`config.mk`:
```
export PLATFORM = sky130hd
export DESIGN_NAME = risc_seq_fsm
export DESIGN_NICKNAME = d
export VERILOG_FILES = /design/src/rtl/risc_seq_fsm.sv
export SDC_FILE = /design/constraint.sdc
export NUM_CORES = 1
export LEC_CHECK = 0
export CORE_AREA = 5 5 42 44
export CTS_BUF_LIST = sky130_fd_sc_hd__clkbuf_4
export CTS_CLUSTER_DIAMETER = 200
export DETAILED_ROUTE_END_ITERATION = 6
export DIE_AREA = 0 0 47 49
export PLACE_DENSITY = 0.74
export SLEW_MARGIN = 10
export SYNTH_ARGS = -nofsm -noshare
export SYNTH_HDL_FRONTEND = slang
export SYNTH_SLANG_ARGS = --single-unit
```
`constraint.sdc`:
```
create_clock -name clk -period 1.6 [get_ports clk]
set_input_delay 0.32 -clock clk [delete_from_list [all_inputs] [get_ports clk]]
set_output_delay 0.32 -clock clk [all_outputs]
set_load 0.05 [all_outputs]
```
`src/rtl/risc_seq_fsm.sv`:
```
// risc_seq_fsm -- Moore controller that steps the Simple RISC Machine datapath
// through one instruction at a time.
//
// Ports:
//   clk      in   rising-edge clock
//   reset_n  in   asynchronous active-low reset (state -> S_WAIT at once)
//   s        in   start strobe, honoured only in S_WAIT
//   opcode   in   [2:0] IR[15:13] from the decoder
//   op       in   [1:0] IR[12:11] from the decoder
//   w        out  1 while idle and ready to accept s
//   nsel     out  [2:0] one-hot register select: 100=Rn, 010=Rd, 001=Rm
//   loada/loadb/loadc/loads  out  datapath register / status loads
//   asel     out  1 forces ALU A input to zero
//   bsel     out  1 selects sximm5 for ALU B, 0 selects the shifter
//   vsel     out  [1:0] writeback source: 00=C, 10=sximm8
//   write    out  register-file write enable
//   err      out  illegal-instruction indication
//
// Optional feature macro: SEQ_ILLEGAL_TRAP_EN
//   defined   : illegal {opcode,op} parks the FSM in S_HALT (err=1) until reset
//   undefined : illegal {opcode,op} is a one-cycle NOP, err tied to 0

module risc_seq_fsm #(
    parameter int unsigned STATE_W = 4
) (
    input  logic       clk,
    input  logic       reset_n,
    input  logic       s,
    input  logic [2:0] opcode,
    input  logic [1:0] op,
    output logic       w,
    output logic [2:0] nsel,
    output logic       loada,
    output logic       loadb,
    output logic       loadc,
    output logic       loads,
    output logic       asel,
    output logic       bsel,
    output logic [1:0] vsel,
    output logic       write,
    output logic       err
);

    typedef enum logic [STATE_W-1:0] {
        S_WAIT,
        S_DECODE,
        S_WIMM,
        S_GETA,
        S_GETB,
        S_MOVSH,
        S_ALU,
        S_CMP,
        S_WREG,
        S_HALT
    } state_e;

    state_e state_q, state_d;

    always_ff @(posedge clk or negedge reset_n) begin
        if (!reset_n) begin
            state_q <= S_WAIT;
        end else begin
            state_q <= state_d;
        end
    end

    // Next state and Moore outputs; everything defaults to inactive.
    always_comb begin
        state_d = state_q;
        w       = 1'b0;
        nsel    = 3'b000;
        loada   = 1'b0;
        loadb   = 1'b0;
        loadc   = 1'b0;
        loads   = 1'b0;
        asel    = 1'b0;
        bsel    = 1'b0;
        vsel    = 2'b00;
        write   = 1'b0;
        err     = 1'b0;

        unique case (state_q)
            S_WAIT: begin
                w = 1'b1;
                if (s) state_d = S_DECODE;
            end
            S_DECODE: begin
                if ({opcode, op} == 5'b110_10) begin
                    state_d = S_WIMM;
                end else if ({opcode, op} == 5'b110_00) begin
                    state_d = S_GETB;
                end else if (opcode == 3'b101) begin
                    state_d = S_GETA;
                end else begin
`ifdef SEQ_ILLEGAL_TRAP_EN
                    state_d = S_HALT;
`else
                    state_d = S_WAIT;
`endif
                end
            end
            S_WIMM: begin
                nsel    = 3'b100;
                vsel    = 2'b10;
                write   = 1'b1;
                state_d = S_WAIT;
            end
            S_GETA: begin
                nsel    = 3'b100;
                loada   = 1'b1;
                state_d = S_GETB;
            end
            S_GETB: begin
                nsel  = 3'b001;
                loadb = 1'b1;
                // Second decode point: the IR is stable while w=0.
                if (opcode == 3'b110) begin
                    state_d = S_MOVSH;
                end else if (op == 2'b01) begin
                    state_d = S_CMP;
                end else begin
                    state_d = S_ALU;
                end
            end
            S_MOVSH: begin
                // ALUop is 00 for MOV, so C = 0 + shifted Rm.
                asel    = 1'b1;
                loadc   = 1'b1;
                state_d = S_WREG;
            end
            S_ALU: begin
                loadc   = 1'b1;
                state_d = S_WREG;
            end
            S_CMP: begin
                loads   = 1'b1;
                state_d = S_WAIT;
            end
            S_WREG: begin
                nsel    = 3'b010;
                write   = 1'b1;
                state_d = S_WAIT;
            end
`ifdef SEQ_ILLEGAL_TRAP_EN
            S_HALT: begin
                err     = 1'b1;
                state_d = S_HALT;
            end
`endif
            default: begin
                state_d = S_WAIT;
            end
        endcase
    end

endmodule
```
Yosys cells after proc, flatten, opt, wreduce, memory -nomap -nowiden
Cells that the tools add are included.

word-level totals
  bits in registers = 4
  input port bits = 8
  output and inout bits = 14
  word-level logic and storage cells = 35

cells by class
  eq/ne operators = 14
  muxes and demuxes = 16
  reduce and logical (&&, ||, !) cells = 4

operators by type and width
  cell                                            number
  case mux 4 bit (5 select lines)                 1
  == test 4 x 3 -> 1 bit (second input constant)  4
  == test 5 bit (second input constant)           2
  case mux 3 bit (3 select lines)                 1
  == test 4 x 2 -> 1 bit (second input constant)  2
  2-to-1 mux 1 bit                                8
  == test 3 bit (second input constant)           2
  2-to-1 mux 2 bit                                3
  2-to-1 mux 3 bit                                2
  OR reduction 2 bit                              3
  == test 4 x 1 -> 1 bit (second input constant)  1
  == test 4 bit (second input constant)           1
  logical NOT 4 bit                               1
  2-to-1 mux 4 bit                                1
  == test 2 x 1 -> 1 bit (second input constant)  1
  != test 2 bit (second input constant)           1

Depth between registers and ports, before layout
  word-level depth = 5
  mapped depth = 4
  depth with buffers taken out = 3

Worst setup path before layout
OpenSTA, ideal clock, no wires.

  kind = register to output
  from = register state_q[0]
  to = output port write
  data arrival time = 2.951 ns
  data required time = 1.280 ns
  slack = -1.671 ns
  cell stages (with the launch flop) = 4
  path buffers = 1
  cell sequence = dfrtp_1 > clkbuf_1 > nor4b_1 > o21bai_1

on the way
  word-level cells in the longest chain between the ends = 3

RTL lines
  what                                                            RTL line  source
  start, declared                                                 57        state_e state_q, state_d;
  start signal, assigned                                          63        state_q <= state_d;
  == test 4 bit / == test 4 x 2 -> 1 bit (equally long branches)  82        unique case (state_q)
  OR reduction 2 bit (no line) (*)                                --
  2-to-1 mux 1 bit (*)                                            82
  end, declared                                                   40        output logic write,

Mark *: on every way between the ends. The rest lies on a longest branch, timed or not.

Worst setup path after layout
  from = register state_q[1]
  to = output port write

Same word-level chain as after synthesis.

==> flow_summary.yaml <==
outcome:
  status: "finished with violations"
  failed_checks: "negative setup slack"
power:
  p_per_area_mw_per_mm2: 1870
  clkPwrFrac_pct: 6.9
  p_seq_share_pct: 9.8
  power_frac_comb_pct: 83.3
  power_mw: 1.78
  net-switching-power_mw: 0.801
  swShare_pct: 45.0
  peakVddDrop_uv: 1150
  p_int_mw: 0.978
  p_leak_nw: 0.405
worst_setup_path:
  cpMostUsedCell: "buf_12"
  cp.arrival_ps: 1410
  crit_path_start_kind: "register"
  crit_type: "reg2out"
  cp-end-kind: "output pin"
  crit_slowest_cell: "dfrtp_1"
  required_ps: 1280
  critPathBufInv: 2
  cp_max_fo: 9
  critPathMaxStageDelay_ps: 400
  crit_chain: "buf_12 -> nor4b_4 -> o21bai_4 -> buf_12"
  critPathTopFamily: "flip-flops"
yosys:
  netlist_instances: 46
  synth_cell_types: 26
  synth_area_leaders: "dfrtp_1 27%, nor4b_1 7.0%, buf_4 6.0%"
  synth_seq_cells: 4
  syn_area_per_cell_um2: 8.13
  synth_fa_ha_area_share_pct: 0
  syn-cell-area_um2: 374
  synth_xor_area_share_pct: 2.34
  muxShareOfSynthArea_pct: 0
  synth_compound_area_share_pct: 13.4
  synth_top_family_by_area: "simple AND/OR/NAND/NOR gates"
  ys_warn_count: 0
  synth_top_area_share_pct: 26.8
  synth.largest_area_cell: "dfrtp_1"
  yosysSeqAreaShare_pct: 26.8
  synth_simple_gate_area_share_pct: 44.5
floorplanning:
  start_util_pct: 26.7
  dieArea_mm2: 0.00230
  top_level_ports: 22
  fp.dieW_um: 47
  num_rows: 14
  core-area_mm2: 0.00140
  die-height_um: 49
cts:
  clk_path_buf_depth: 2
  clk_latency_ps: 230
  numCtsBuffers: 3
  clk_pin_slew_ps: 40
  cts.sinks: 4
  cts-root-buf: "clkbuf_4"
  htree_num_levels: 1
  cts_tree: "yes"
  postCtsHoldBufs: 0
drt:
  finalWirelength_um: 1150
  num_vias: 459
  viasPerCell: 4.88
  firstDrtPassIters: 2
  drc_errors: 0
  post_drt_wl_per_cell_um: 12.2
  first_iter_violations: 2
  ant_nets: 0
layout:
  layout-drive-gt1-share_pct: 55.1
  diodes: 0
  final_common_cell: "buf_12"
  area_delta_synth_final_pct: 154
  final_cell_mix: "13 x buf_12, 10 x buf_4, 7 x clkdlybuf4s50_1"
  fin_util_pct: 67.8
  largest_reg_flops: 4
  nets: 88
  final_area_um2: 950
  layout.cells.non_filler: 94
  reg_top3: "state_q x4"
  top_register: "state_q"
global_route:
  grt_max_degree: 14
  grt_pass1_vias: 471
  grt_use_met2_pct: 17.9
  grt_usage_pct: 11.0
  met1_usage_pct: 12.2
  grt.overflow.total: 0
  antenna_found_initial: 0
  busiest_layer: "met2"
  grt_pass1_wl_um: 1880
  grt_use_met3_pct: 1.48
sta:
  setup_viol: 8
  fmax_ghz: 0.578
  fin_crit_sh_pct: 108
  fin_hold_ws_ps: 287
  grt_setup_unrepaired: "yes"
  hold_viol: 0
  tns_ps: -519
  final.setup_skew_ps: 1.48
  drv_slew: 0
  period_needed_ps: 1730
  finalWorstSetupSlack_ps: -129
placement:
  placed_area_um2: 811
  port_buffers: 18
  pre_cts_ws_ps: 35.3
  hpwlAfterDp_um: 786
  placed_cells: 84
  gp_congestion: 0.760
job:
  maxCapViolations: 0
worst_hold_path:
  hold_class: "in2async"
==> area by class of cell <==
class,count,area (um2)
fillers,107,452
repair buffers,34,444
multi-input cells,35,355
flip-flops and latches,4,100
clock buffers,3,22.5
well taps,16,20.0
inverters,2,7.51
==> path summary, 6_finish.rpt <==
| kind | end | depth (start not counted) | slack, ps | startpoint |
|---|---|---|---|---|
| max | write | 4 | -130 | state_q[1]$_DFFE_PN0P_ |
| min | state_q[1]$_DFFE_PN0P_ | 1 | 290 | reset_n |
| max reg2reg | state_q[2]$_DFFE_PN0P_ | 4 | -20 | state_q[2]$_DFFE_PN0P_ |
| min reg2reg | state_q[3]$_DFFE_PN0P_ | 2 | 650 | state_q[3]$_DFFE_PN0P_ |
| max in group asynchronous | state_q[3]$_DFFE_PN0P_ | 1 | 1150 | reset_n |
| min in group clk | state_q[3]$_DFFE_PN0P_ | 2 | 650 | state_q[3]$_DFFE_PN0P_ |
==> kinds of logic after synthesis <==
kind of cell | after synthesis
XOR/XNOR | 1
AO/OA/AOI/OAI | 7
other | 1
flip-flops | 4
buffers and inverters | 9
AND/OR/NAND/NOR | 24
==> synth_stat cells <==
master and n:
nor2_1 5, clkbuf_1 4, dfrtp_1 4, buf_4 3, nor4b_1 3, and3_1 2
inv_1 2, nand2b_1 2, nand3b_1 2, nor3b_1 2, nor4_1 2, a211o_1 1
a211oi_1 1, a21boi_0 1, a21oi_1 1, and3b_1 1, and4b_1 1, conb_1 1
nand2_1 1, nor4bb_1 1, o21ai_0 1, o21bai_1 1, o31a_1 1, or4_1 1
or4b_4 1, xnor2_1 1
==> timing repair <==
item / 4_1_cts / 5_1_grt
buffers inserted: 4 / 2
setup endpoints to repair: 10 / 13
pin swaps: 5 / 2
cloned: 1 / 0
gates resized for setup: 9 / 8
==> power groups by stage <==
| stage | Clock, mW | Sequential (mW) | Combinational, mW |
|---|---|---|---|
| final | 0.122 | 0.175 | 1.48 |
| after global placement | 0 | 0.159 | 1.27 |
| after floorplan | 0 | 0.178 | 0.740 |
| after CTS | 0.129 | 0.169 | 1.43 |
| after global routing | 0.133 | 0.179 | 1.56 |
| after detailed placement | 0 | 0.163 | 1.27 |
==> worst reg2reg max path: stages (launching register included) <==
cell     delay [ps]
dfrtp_1         400
buf_6           130
or4b_4          510
or4_1           400
o21ai_1         100
==> layer usage <==
metal  vias to the layer above  share of wire (%)
li1                        228                  -
met1                       206                 38
met2                        21                 51
met3                         4                7.8
met4                         0                2.5
met5                         -                  0
(Power assumes the default switching activity.)
